File: config.mk
export PLATFORM = sky130hd
export DESIGN_NAME = stdp_update_scheduler_flat
export DESIGN_NICKNAME = d
export VERILOG_FILES = /design/src/rtl/stdp_sched_pkg.sv /design/src/rtl/stdp_update_scheduler_if.sv /design/src/rtl/stdp_edge_detect.sv /design/src/rtl/stdp_update_scheduler.sv /design/src/flat_wrapper.sv
export SDC_FILE = /design/constraint.sdc
export NUM_CORES = 1
export LEC_CHECK = 0
export CAP_MARGIN = 20
export CORE_MARGIN = 2
export CORE_UTILIZATION = 45
export DETAILED_ROUTE_END_ITERATION = 10
export GPL_ROUTABILITY_DRIVEN = 0
export PLACE_DENSITY_LB_ADDON = 0.15
export SYNTH_ARGS = -nofsm -noshare
export SYNTH_HDL_FRONTEND = slang
export SYNTH_SLANG_ARGS = --single-unit
export TNS_END_PERCENT = 10
File: constraint.sdc
create_clock -name clk -period 5.3 [get_ports clk]
set_clock_uncertainty 0.15 [all_clocks]
set_input_delay 0.53 -clock clk [delete_from_list [all_inputs] [get_ports clk]]
set_output_delay 0.53 -clock clk [all_outputs]
set_load 0.02 [all_outputs]
File: src/rtl/stdp_sched_pkg.sv
// Shared types and defaults for the STDP update scheduler.
package stdp_sched_pkg;
  localparam int unsigned N_SYN_DEF    = 4;
  localparam int unsigned TICK_DIV_DEF = 6250;

  typedef enum logic [1:0] {
    OP_DECAY = 2'd0,
    OP_PRE   = 2'd1,
    OP_POST  = 2'd2
  } upd_op_e;

  typedef enum logic [1:0] {
    ST_IDLE  = 2'd0,
    ST_ISSUE = 2'd1,
    ST_DONE  = 2'd2
  } sched_state_e;
endpackage

File: src/rtl/stdp_update_scheduler_if.sv
// Update-command channel between the scheduler (master) and the update engine (slave).
interface stdp_update_scheduler_if #(parameter int IDX_W = 2);
  logic             upd_valid;
  logic             upd_ready;
  logic [IDX_W-1:0] upd_idx;
  logic [1:0]       upd_op;
  logic             upd_last;

  modport master (output upd_valid, upd_idx, upd_op, upd_last, input upd_ready);
  modport slave  (input upd_valid, upd_idx, upd_op, upd_last, output upd_ready);
endinterface

File: src/rtl/stdp_edge_detect.sv
// One-bit rising-edge detector; STDP_SCHED_SYNC_EN adds a two-flop synchronizer in front.
module stdp_edge_detect (
  input  logic clk,
  input  logic reset,
  input  logic d,
  output logic rise
);
  logic smp;
  logic prev_q, prev_d;

`ifdef STDP_SCHED_SYNC_EN
  logic s1_q, s1_d, s2_q, s2_d;
  always_comb begin
    s1_d = d;
    s2_d = s1_q;
  end
  // Reset high so a line already asserted at reset does not look like an edge.
  always_ff @(posedge clk) begin
    if (reset) begin
      s1_q <= 1'b1;
      s2_q <= 1'b1;
    end else begin
      s1_q <= s1_d;
      s2_q <= s2_d;
    end
  end
  assign smp = s2_q;
`else
  assign smp = d;
`endif

  assign prev_d = smp;
  always_ff @(posedge clk) begin
    if (reset) prev_q <= 1'b1;
    else       prev_q <= prev_d;
  end

  assign rise = smp & ~prev_q;
endmodule

File: src/rtl/stdp_update_scheduler.sv
// Per-tick sweep scheduler issuing DECAY/PRE/POST commands to a shared STDP update engine.
// Optional input synchronizers: define STDP_SCHED_SYNC_EN.
module stdp_update_scheduler
  import stdp_sched_pkg::*;
#(
  parameter int N_SYN    = N_SYN_DEF,
  parameter int TICK_DIV = TICK_DIV_DEF,
  parameter int IDX_W    = (N_SYN > 1) ? $clog2(N_SYN) : 1
) (
  input  logic                     clk,
  input  logic                     reset,
  input  logic                     enable,
  input  logic [N_SYN-1:0]         pre_spike,
  input  logic [N_SYN-1:0]         post_spike,
  output logic                     tick,
  output logic                     busy,
  output logic                     overrun,
  stdp_update_scheduler_if.master  upd
);
  localparam int CNT_W = (TICK_DIV > 1) ? $clog2(TICK_DIV) : 1;

  logic [N_SYN-1:0] pre_rise, post_rise, pre_ev, post_ev;

  for (genvar g = 0; g < N_SYN; g++) begin : g_edge
    stdp_edge_detect u_pre  (.clk(clk), .reset(reset), .d(pre_spike[g]),  .rise(pre_rise[g]));
    stdp_edge_detect u_post (.clk(clk), .reset(reset), .d(post_spike[g]), .rise(post_rise[g]));
  end

  assign pre_ev  = enable ? pre_rise  : '0;
  assign post_ev = enable ? post_rise : '0;

  sched_state_e     state_q, state_d;
  logic [CNT_W-1:0] cnt_q, cnt_d;
  logic [N_SYN-1:0] pend_pre_q, pend_pre_d, pend_post_q, pend_post_d;
  logic [N_SYN-1:0] work_pre_q, work_pre_d, work_post_q, work_post_d;
  logic [IDX_W-1:0] idx_q, idx_d;
  logic             post_ph_q, post_ph_d;
  logic             overrun_q, overrun_d;

  logic    cnt_last, issuing, xfer, has_pre, has_post, split, idx_end, cur_last;
  upd_op_e cur_op;

  always_comb begin
    cnt_last = (cnt_q == CNT_W'(TICK_DIV - 1));
    tick     = enable & ~reset & cnt_last;
    issuing  = (state_q == ST_ISSUE);
    xfer     = issuing & upd.upd_ready;
    // post_ph marks that PRE of this index has already gone out.
    has_pre  = work_pre_q[idx_q] & ~post_ph_q;
    has_post = work_post_q[idx_q];
    split    = has_pre & has_post;
    idx_end  = (idx_q == IDX_W'(N_SYN - 1));
    cur_last = idx_end & ~split;
    cur_op   = has_pre ? OP_PRE : (has_post ? OP_POST : OP_DECAY);
  end

  always_comb begin
    state_d     = state_q;
    cnt_d       = cnt_q;
    pend_pre_d  = pend_pre_q | pre_ev;
    pend_post_d = pend_post_q | post_ev;
    work_pre_d  = work_pre_q;
    work_post_d = work_post_q;
    idx_d       = idx_q;
    post_ph_d   = post_ph_q;
    overrun_d   = overrun_q | (tick & (state_q != ST_IDLE));

    if (enable) cnt_d = cnt_last ? '0 : cnt_q + 1'b1;

    case (state_q)
      ST_IDLE: if (tick) begin
        // Edges seen in the tick cycle belong to the next sweep.
        work_pre_d  = pend_pre_q;
        work_post_d = pend_post_q;
        pend_pre_d  = pre_ev;
        pend_post_d = post_ev;
        idx_d       = '0;
        post_ph_d   = 1'b0;
        state_d     = ST_ISSUE;
      end
      ST_ISSUE: if (xfer) begin
        if (split) begin
          post_ph_d = 1'b1;
        end else begin
          post_ph_d = 1'b0;
          if (idx_end) state_d = ST_DONE;
          else         idx_d   = idx_q + 1'b1;
        end
      end
      ST_DONE: state_d = ST_IDLE;
      default: state_d = ST_IDLE;
    endcase
  end

  always_ff @(posedge clk) begin
    if (reset) begin
      state_q     <= ST_IDLE;
      cnt_q       <= '0;
      pend_pre_q  <= '0;
      pend_post_q <= '0;
      work_pre_q  <= '0;
      work_post_q <= '0;
      idx_q       <= '0;
      post_ph_q   <= 1'b0;
      overrun_q   <= 1'b0;
    end else begin
      state_q     <= state_d;
      cnt_q       <= cnt_d;
      pend_pre_q  <= pend_pre_d;
      pend_post_q <= pend_post_d;
      work_pre_q  <= work_pre_d;
      work_post_q <= work_post_d;
      idx_q       <= idx_d;
      post_ph_q   <= post_ph_d;
      overrun_q   <= overrun_d;
    end
  end

  assign upd.upd_valid = issuing;
  assign upd.upd_idx   = issuing ? idx_q : '0;
  assign upd.upd_op    = issuing ? cur_op : OP_DECAY;
  assign upd.upd_last  = issuing & cur_last;
  assign busy          = (state_q != ST_IDLE);
  assign overrun       = overrun_q;
endmodule

File: src/flat_wrapper.sv
// flat-port wrapper written by rule: the top's interface ports become plain ports
module stdp_update_scheduler_flat import stdp_sched_pkg::*;
#(
  parameter int N_SYN    = N_SYN_DEF,
  parameter int TICK_DIV = TICK_DIV_DEF,
  parameter int IDX_W    = (N_SYN > 1) ? $clog2(N_SYN) : 1
)
  (clk, reset, enable, pre_spike, post_spike, tick, busy, overrun, upd_upd_valid, upd_upd_idx, upd_upd_op, upd_upd_last, upd_upd_ready);
  stdp_update_scheduler_if #(.IDX_W(IDX_W)) upd_i ();
  input  logic clk;
  input  logic reset;
  input  logic enable;
  input  logic [N_SYN-1:0] pre_spike;
  input  logic [N_SYN-1:0] post_spike;
  output logic tick;
  output logic busy;
  output logic overrun;
  output wire logic [$bits(upd_i.upd_valid)-1:0] upd_upd_valid;
  output wire logic [$bits(upd_i.upd_idx)-1:0] upd_upd_idx;
  output wire logic [$bits(upd_i.upd_op)-1:0] upd_upd_op;
  output wire logic [$bits(upd_i.upd_last)-1:0] upd_upd_last;
  input wire logic [$bits(upd_i.upd_ready)-1:0] upd_upd_ready;
  assign upd_upd_valid = upd_i.upd_valid;
  assign upd_upd_idx = upd_i.upd_idx;
  assign upd_upd_op = upd_i.upd_op;
  assign upd_upd_last = upd_i.upd_last;
  assign upd_i.upd_ready = upd_upd_ready;
  stdp_update_scheduler #(.N_SYN(N_SYN), .TICK_DIV(TICK_DIV), .IDX_W(IDX_W)) u_core (.clk(clk), .reset(reset), .enable(enable), .pre_spike(pre_spike), .post_spike(post_spike), .tick(tick), .busy(busy), .overrun(overrun), .upd(upd_i));
endmodule
==> summary.txt, run 1 <==
STA
  • Worst slew margin: 51.9%
  • Max-slew violation count: 0
  • Setup TNS: 0 ns
  • Final period utilization: 58.2%
  • Fin crit period: 3.08 ns
  • Final WS setup: 2.22 ns
  • Final setup fails: 0
  • RSZ-0062 raised after global routing: no
  • Fin. Hold Viols: 0
  • Worst-margin pin slew: 0.720 ns
  • Max Clk Rate: 0.324 GHz

Critical path
  • Worst Path Required: 4.62 ns
  • CP startpoint kind: primary input
  • Data arrival, critical path: 2.40 ns
  • Setup CP Type: primary input to primary output
  • R2R Setup Slk: 3.12 ns
  • Crit path max fanout: 17
  • Crit. End Element: primary output
  • Worst Reg-to-Reg Cells: 5

Placed design
  • DP HPWL: 2.25 mm
  • Inst Count DP: 272
  • Place WS: 2.11 ns
  • Port Buffers: 20

Layout
  • Final #Nets: 244
  • Area grow syn2layout: 17.0%
  • Layout cells sized above 1: 12.6%
  • ANT cells: 0
  • Final-layout fill cell count: 382
  • Final Util: 55.1%
  • Cell Count, Final, Fillers Out: 280

Synth
  • Sequential cell area fraction in the yosys report: 45.1%
  • Post-synth top flop: dfxtp_1
  • Post-synthesis cell count: 212
  • FFs w/ async S/R, synth: 0%
  • Flops & latches, synth: 43
  • EDFF count, synth: 0
  • Syn Nets: 227
  • Synth warn: 0
  • Number of distinct library cells after synthesis: 40
  • Syn avg cell area: 9.01 um2
  • Cell area after synthesis: 1910 um2

Detailed routing
  • Final WL: 3.28 mm
  • DRC viols: 0
  • Vias per cell: 5.10
  • WL per Instance: 11.7 um
  • DRT antenna net count: 0
  • Starting DRT DRC Count: 121
  • DRT Pass-1 Iters: 4
  • Vias: 1429

Floorplanning
  • I/O Pins: 21
  • Die area: 4780 um2
  • Starting Density: 47.1%
  • Die Y: 69.2 um
  • Area of the core: 4060 um2
  • Cell row count: 23
  • Die Wd: 69.2 um

Clock tree
  • Clock buffer depth: 2
  • CTS tree: yes
  • Post-CTS Setup Bufs: 0
  • Clk_lat worst skew: 0.28 ns
  • Hold_buf cts: 0
  • PostCTS Resize Cnt: 0
  • Clock-pin slew on the worst setup and hold paths: 0.07 ns
  • Cts bufs inserted: 5
  • Clock Tree Root: clkbuf_8
  • H-tree Lvls: 2
  • Num Clock Sinks: 43

Power and ir drop
  • P_leak: 0.823 nW
  • Worst VDD drop: 0.161 mV
  • Power per cell area: 277 nW/um2

Global routing
  • Antenna violations before repair: 0
  • GRT Util Overall: 14.6%
  • GRT overflow: 0
  • Largest net degree at the start of global routing: 37
  • First-pass GRT wire length: 5.81 mm
  • Vias in the first global route: 1277

Worst hold path
  • Worst min path class: register to register
  • Worst hold path cell count: 2

Outcome
  • Outcome: complete, no violations

Run
  • Max-Cap Viols: 0
## worst max-delay path: stages
cell	delay, ns
clkdlybuf4s50_1	0.93
nand4_1	0.20
nor2_1	0.13
clkdlybuf4s50_1	0.61
## cells by family after synthesis
logic type               share of synthesized area [%]
AO/OA/AOI/OAI                                     10.9
XOR/XNOR                                          5.50
adder cells (fa/ha/maj)                           1.96
buffers and inverters                             5.83
flip-flops                                        45.1
multiplexers                                      3.27
AND/OR/NAND/NOR                                   27.5
## cells in the final DEF, fill, tap and decap left out, types with 3 or more instances in the layout
master,Yosys,routed
a32oi_1,7,7
xnor2_1,9,9
and2_1,3,3
nand4_1,4,4
dfxtp_1,43,43
nor2_1,28,28
inv_1,13,13
clkdlybuf4s50_1,0,20
nor3_1,4,4
xor2_1,3,3
clkbuf_8,0,6
nand3_1,6,6
nand2_1,23,23
mux2i_1,4,4
ha_1,3,3
or2_2,10,10
a21oi_1,11,11
## power breakdown
group,switching (mW),leakage [nW],total (mW),internal (mW)
sequential,0.00467,0.350,0.334,0.330
clock,0.103,0.0612,0.255,0.152
combinational,0.0146,0.412,0.0309,0.0162
## area by class of cell
type	count	area (um2)	share of cell area, %
multi-input cells	145	938	42.0
flip-flops and latches	43	861	38.5
repair buffers	21	208	9.29
clock buffers	6	82.6	3.69
well taps	50	62.6	2.80
inverters	13	48.8	2.18
clock inverters	2	35.0	1.57
## sequential cells by signal, indices dropped and copies added, names as in the netlist
signal	cells
u_core.cnt_q	13
u_core.g_edge.u_post.prev_q	4
u_core.g_edge.u_pre.prev_q	4
u_core.pend_post_q	4
u_core.pend_pre_q	4
u_core.work_post_q	4
u_core.work_pre_q	4
u_core.idx_q	2
u_core.state_q	2
u_core.overrun	1
u_core.post_ph_q	1
## cell usage after synthesis, drive strengths merged, types with 3 or more instances
master | instances | share of area, %
a21oi | 11 | 2.9
a32oi | 8 | 4.1
and2 | 4 | 1.4
buf | 7 | 2.5
clkbuf | 4 | 0.79
dfxtp | 43 | 45
ha | 3 | 2.0
inv | 13 | 2.6
mux2i | 4 | 2.1
nand2 | 23 | 4.5
nand3 | 6 | 1.6
nand4 | 6 | 2.6
nor2 | 28 | 5.5
nor3 | 4 | 1.0
or2 | 10 | 3.3
xnor2 | 9 | 4.1
xor2 | 3 | 1.4
## per-layer routing
metal | part of all wire [%] | up-vias | track usage (%) | routed length [um]
met3 | 4.1 | 2 | 3.36 | 135
met5 | 0 | - | 0 | 0
li1 | - | 755 | - | -
met2 | 40 | 30 | 20.9 | 1310
met1 | 55 | 642 | 21.7 | 1810
met4 | 0.70 | 0 | 4.58 | 23
## path summary, 6_finish.rpt
| path | to | from |
|---|---|---|
| min | u_core.work_post_q[1] | u_core.work_post_q[1] |
| min reg2reg | u_core.work_post_q[1] | u_core.work_post_q[1] |
| max | tick | enable |
| max reg2reg | u_core.idx_q[0] | u_core.cnt_q[0] |
## per-stage QoR
step | cell area (um2) | power, mW | hold slack (ns)
final | 2240 | 0.620 | 0.304
after detailed placement | 2120 | 0.373 | 0.297
after global placement | 2120 | 0.373 | 0.289
after global routing | 2240 | 0.646 | 0.322
after floorplan | 1910 | 0.360 | 0.279
after CTS | 2240 | 0.632 | 0.309
No activity file was read; power rests on OpenSTA's default activity.
==> run 2: changes to the inputs <==
- clock period: 5.3 -> 2.8 ns (I/O delays scaled with it)
==> run 2 against run 1 <==
- design area down 0.28%
- critical path depth up 1
- non-clock buffer count up 3
- final cell count up 1.1%
- sequential share of layout area up 0.11 points
- total power up 74%
- via count up 1.6%
- sequential power up 90%
- first-iteration DRC count down 34%
- critical path type is now register to primary output
- largest power group unchanged
- highest routed layer unchanged
==> summary.txt, run 2 (same netlist as run 1, synthesis figures left out) <==
STA
  • RSZ-0062 raised after global routing: no
  • Worst-margin pin slew: 0.457 ns (-0.263 ns)
  • Setup TNS: 0 ns (unchanged)
  • Final period utilization: 94.0%
  • Max-slew violation count: 0 (unchanged)
  • Max Clk Rate: 0.380 GHz
  • Fin. Hold Viols: 0 (unchanged)
  • Final setup fails: 0 (unchanged)
  • Final hold slack: 0.305 ns (+0.000795 ns)
  • Fin crit period: 2.63 ns
  • Worst slew margin: 69.6% (+18 points)
  • Final WS setup: 0.168 ns (-2.05 ns)

Clock tree
  • CTS tree: yes
  • Cts bufs inserted: 5 (unchanged)
  • Hold_buf cts: 0 (unchanged)
  • H-tree Lvls: 2 (unchanged)
  • Clk_lat worst skew: 0.29 ns (about the same)
  • Post-CTS Setup Bufs: 0 (unchanged)
  • Clock Tree Root: clkbuf_8
  • Num Clock Sinks: 43 (unchanged)
  • PostCTS Resize Cnt: 0 (unchanged)
  • Clock-pin slew on the worst setup and hold paths: 0.08 ns (about the same)
  • Clock buffer depth: 2 (unchanged)

Power and ir drop
  • Part of the power in the clock network: 35.8% (-5.3 points)
  • P_leak: 0.816 nW (-0.80%)
  • Switching share of total power: 23.2% (+3.5 points)
  • Power per cell area: 484 nW/um2 (+74%)
  • Internal power: 0.829 mW (+66%)
  • Net Sw Power: 0.250 mW (+100%)
  • Gate power share: 5.5% (+0.5 points)
  • Worst VDD drop: 0.277 mV (+72%)
  • Sequential Power Share: 58.7% (+4.8 points)

Critical path
  • CP Buf/Inv Count: 2 (unchanged)
  • Critical path's top delay family: buffers and inverters
  • Slowest CP cell: clkdlybuf4s50_1
  • Crit. End Element: primary output
  • Data arrival, critical path: 2.20 ns (-0.20 ns)
  • Worst path depth: 5 (+1)
  • Worst flop-to-flop path startpoint: u_core.cnt_q[0]
  • CP max stage delay: 0.61 ns (-0.32 ns)
  • Crit path max fanout: 7 (-10)
  • Cells along the critical path: mux4_2 -> inv_1 -> o21ai_0 -> nor2_1 -> clkdlybuf4s50_1
  • Critical path capture point: upd_upd_last
  • Setup CP Type: register to primary output
  • CP startpoint kind: register
  • Worst Path Required: 2.37 ns (-2.25 ns)
  • Worst Reg-to-Reg Cells: 6 (+1)
  • Worst Setup SP: u_core.idx_q[0]
  • R2R Setup Slk: 0.92 ns (-2.20 ns)
  • Reg2reg end: u_core.pend_post_q[2]

Floorplanning
  • Starting Density: 47.1% (unchanged)
  • Cell row count: 23 (unchanged)
  • Die area: 4780 um2 (unchanged)
  • I/O Pins: 21 (unchanged)
  • Die Y: 69.2 um (unchanged)
  • Area of the core: 4060 um2 (unchanged)
  • Die Wd: 69.2 um (unchanged)

Worst hold path
  • Worst min path class: register to register

Placed design
  • Place WS: 0.488 ns (-1.62 ns)
  • DP HPWL: 2.36 mm (+4.6%)
  • Port Buffers: 20 (unchanged)

Detailed routing
  • Top routing layer used: met4
  • Starting DRT DRC Count: 80 (-34%)
  • DRT Pass-1 Iters: 4 (unchanged)
  • Final WL: 3.48 mm (+6.3%)
  • Met3 wire len: 145 um (+7.4%)
  • Vias: 1452 (+1.6%)
  • DRT antenna net count: 0 (unchanged)
  • Met1 Wirelength: 1.93 mm (+6.5%)
  • WL per Instance: 12.3 um (+5.2%)
  • DRC viols: 0 (unchanged)
  • Vias per cell: 5.13 (+0.53%)
  • Met2 WL: 1.37 mm (+5.0%)

Global routing
  • Largest net degree at the start of global routing: 35 (-5.4%)
  • Vias in the first global route: 1296 (+1.5%)
  • Antenna violations before repair: 0 (unchanged)
  • GRT overflow: 0 (unchanged)
  • First-pass GRT wire length: 6.22 mm (+7.1%)
  • GRT Util Overall: 16.0% (+1.4 points)

Layout
  • Biggest register: u_core.cnt_q
  • Commonest non-fill, non-tap cell in the layout: dfxtp_1
  • ANT cells: 0 (unchanged)
  • Final Util: 54.9% (-0.15 points)
  • Final #Nets: 247 (+1.2%)
  • Area grow syn2layout: 16.7%
  • Layout cells sized above 1: 13.7% (+1.1 points)
  • Commonest cells after routing, fill and taps aside: dfxtp_1 (43), nor2_1 (28), nand2_1 (23)
  • Largest register FFs: 13 (unchanged)

Run
  • Max-Cap Viols: 0 (unchanged)

Outcome
  • Outcome: complete, no violations
[run 2: cell count changes in the layout (fill, tap and decap cells not counted), sizes merged]
cell      before  now
buf            1    4
clkinvlp       0    2
bufinv         1    0
clkbuf         6    5
[run 2: cell type report]
class	count	area, um2
clock buffer	5	68.8
clock inverter	3	20.0
multi-input combinational	145	938
inverter	13	48.8
sequential	43	861
fill	367	1830
tap	50	62.6
timing repair buffer	24	230
[run 2: how the worst min path moves through the flow]
| stage | startpoint | end | slack (ns) | depth (start not counted) |
|---|---|---|---|---|
| 3_5_place_dp | u_core.pend_pre_q[2] | u_core.work_pre_q[2] | 0.30 | 2 |
| 2_1_floorplan | post_spike[0] | u_core.g_edge[0].u_post.prev_q | 0.23 | 1 |
| 3_3_place_gp | u_core.work_pre_q[3] | u_core.work_pre_q[3] | 0.29 | 2 |
| 6_report | u_core.work_pre_q[3] | u_core.work_pre_q[3] | 0.30 | 2 |
| 5_1_grt | u_core.work_post_q[1] | u_core.work_post_q[1] | 0.33 | 2 |
| 4_1_cts | u_core.work_pre_q[3] | u_core.work_pre_q[3] | 0.31 | 2 |
[run 2: through the flow]
| stage | power, mW | cells | cell area [um2] |
|---|---|---|---|
| floorplan | 0.681 | 212 | 1910 |
| global placement | 0.707 | 275 | 2140 |
| detailed placement | 0.707 | 275 | 2140 |
| CTS | 1.10 | 283 | 2230 |
| global route | 1.14 | 283 | 2230 |
| finish | 1.08 | 283 | 2230 |
[run 2: worst min-delay path: stages (launching register included)]
cell	delay [ns]
dfxtp_1	0.31
nand2_1	0.05
a21oi_1	0.05
[run 2: layer usage]
| layer | global-route usage (%) | up-vias |
|---|---|---|
| li1 | - | 758 |
| met1 | 24.0 | 660 |
| met2 | 21.6 | 28 |
| met3 | 4.68 | 6 |
| met4 | 5.23 | 0 |
| met5 | 0 | - |
[run 2: power by group through the flow]
stage / Clock (mW) / Sequential (mW) / Combinational [mW]
final: 0.386 / 0.633 / 0.0598
after global routing: 0.433 / 0.635 / 0.0674
after floorplan: 0 / 0.645 / 0.0362
after global placement: 0 / 0.647 / 0.0594
after CTS: 0.402 / 0.633 / 0.0602
after detailed placement: 0 / 0.647 / 0.0599
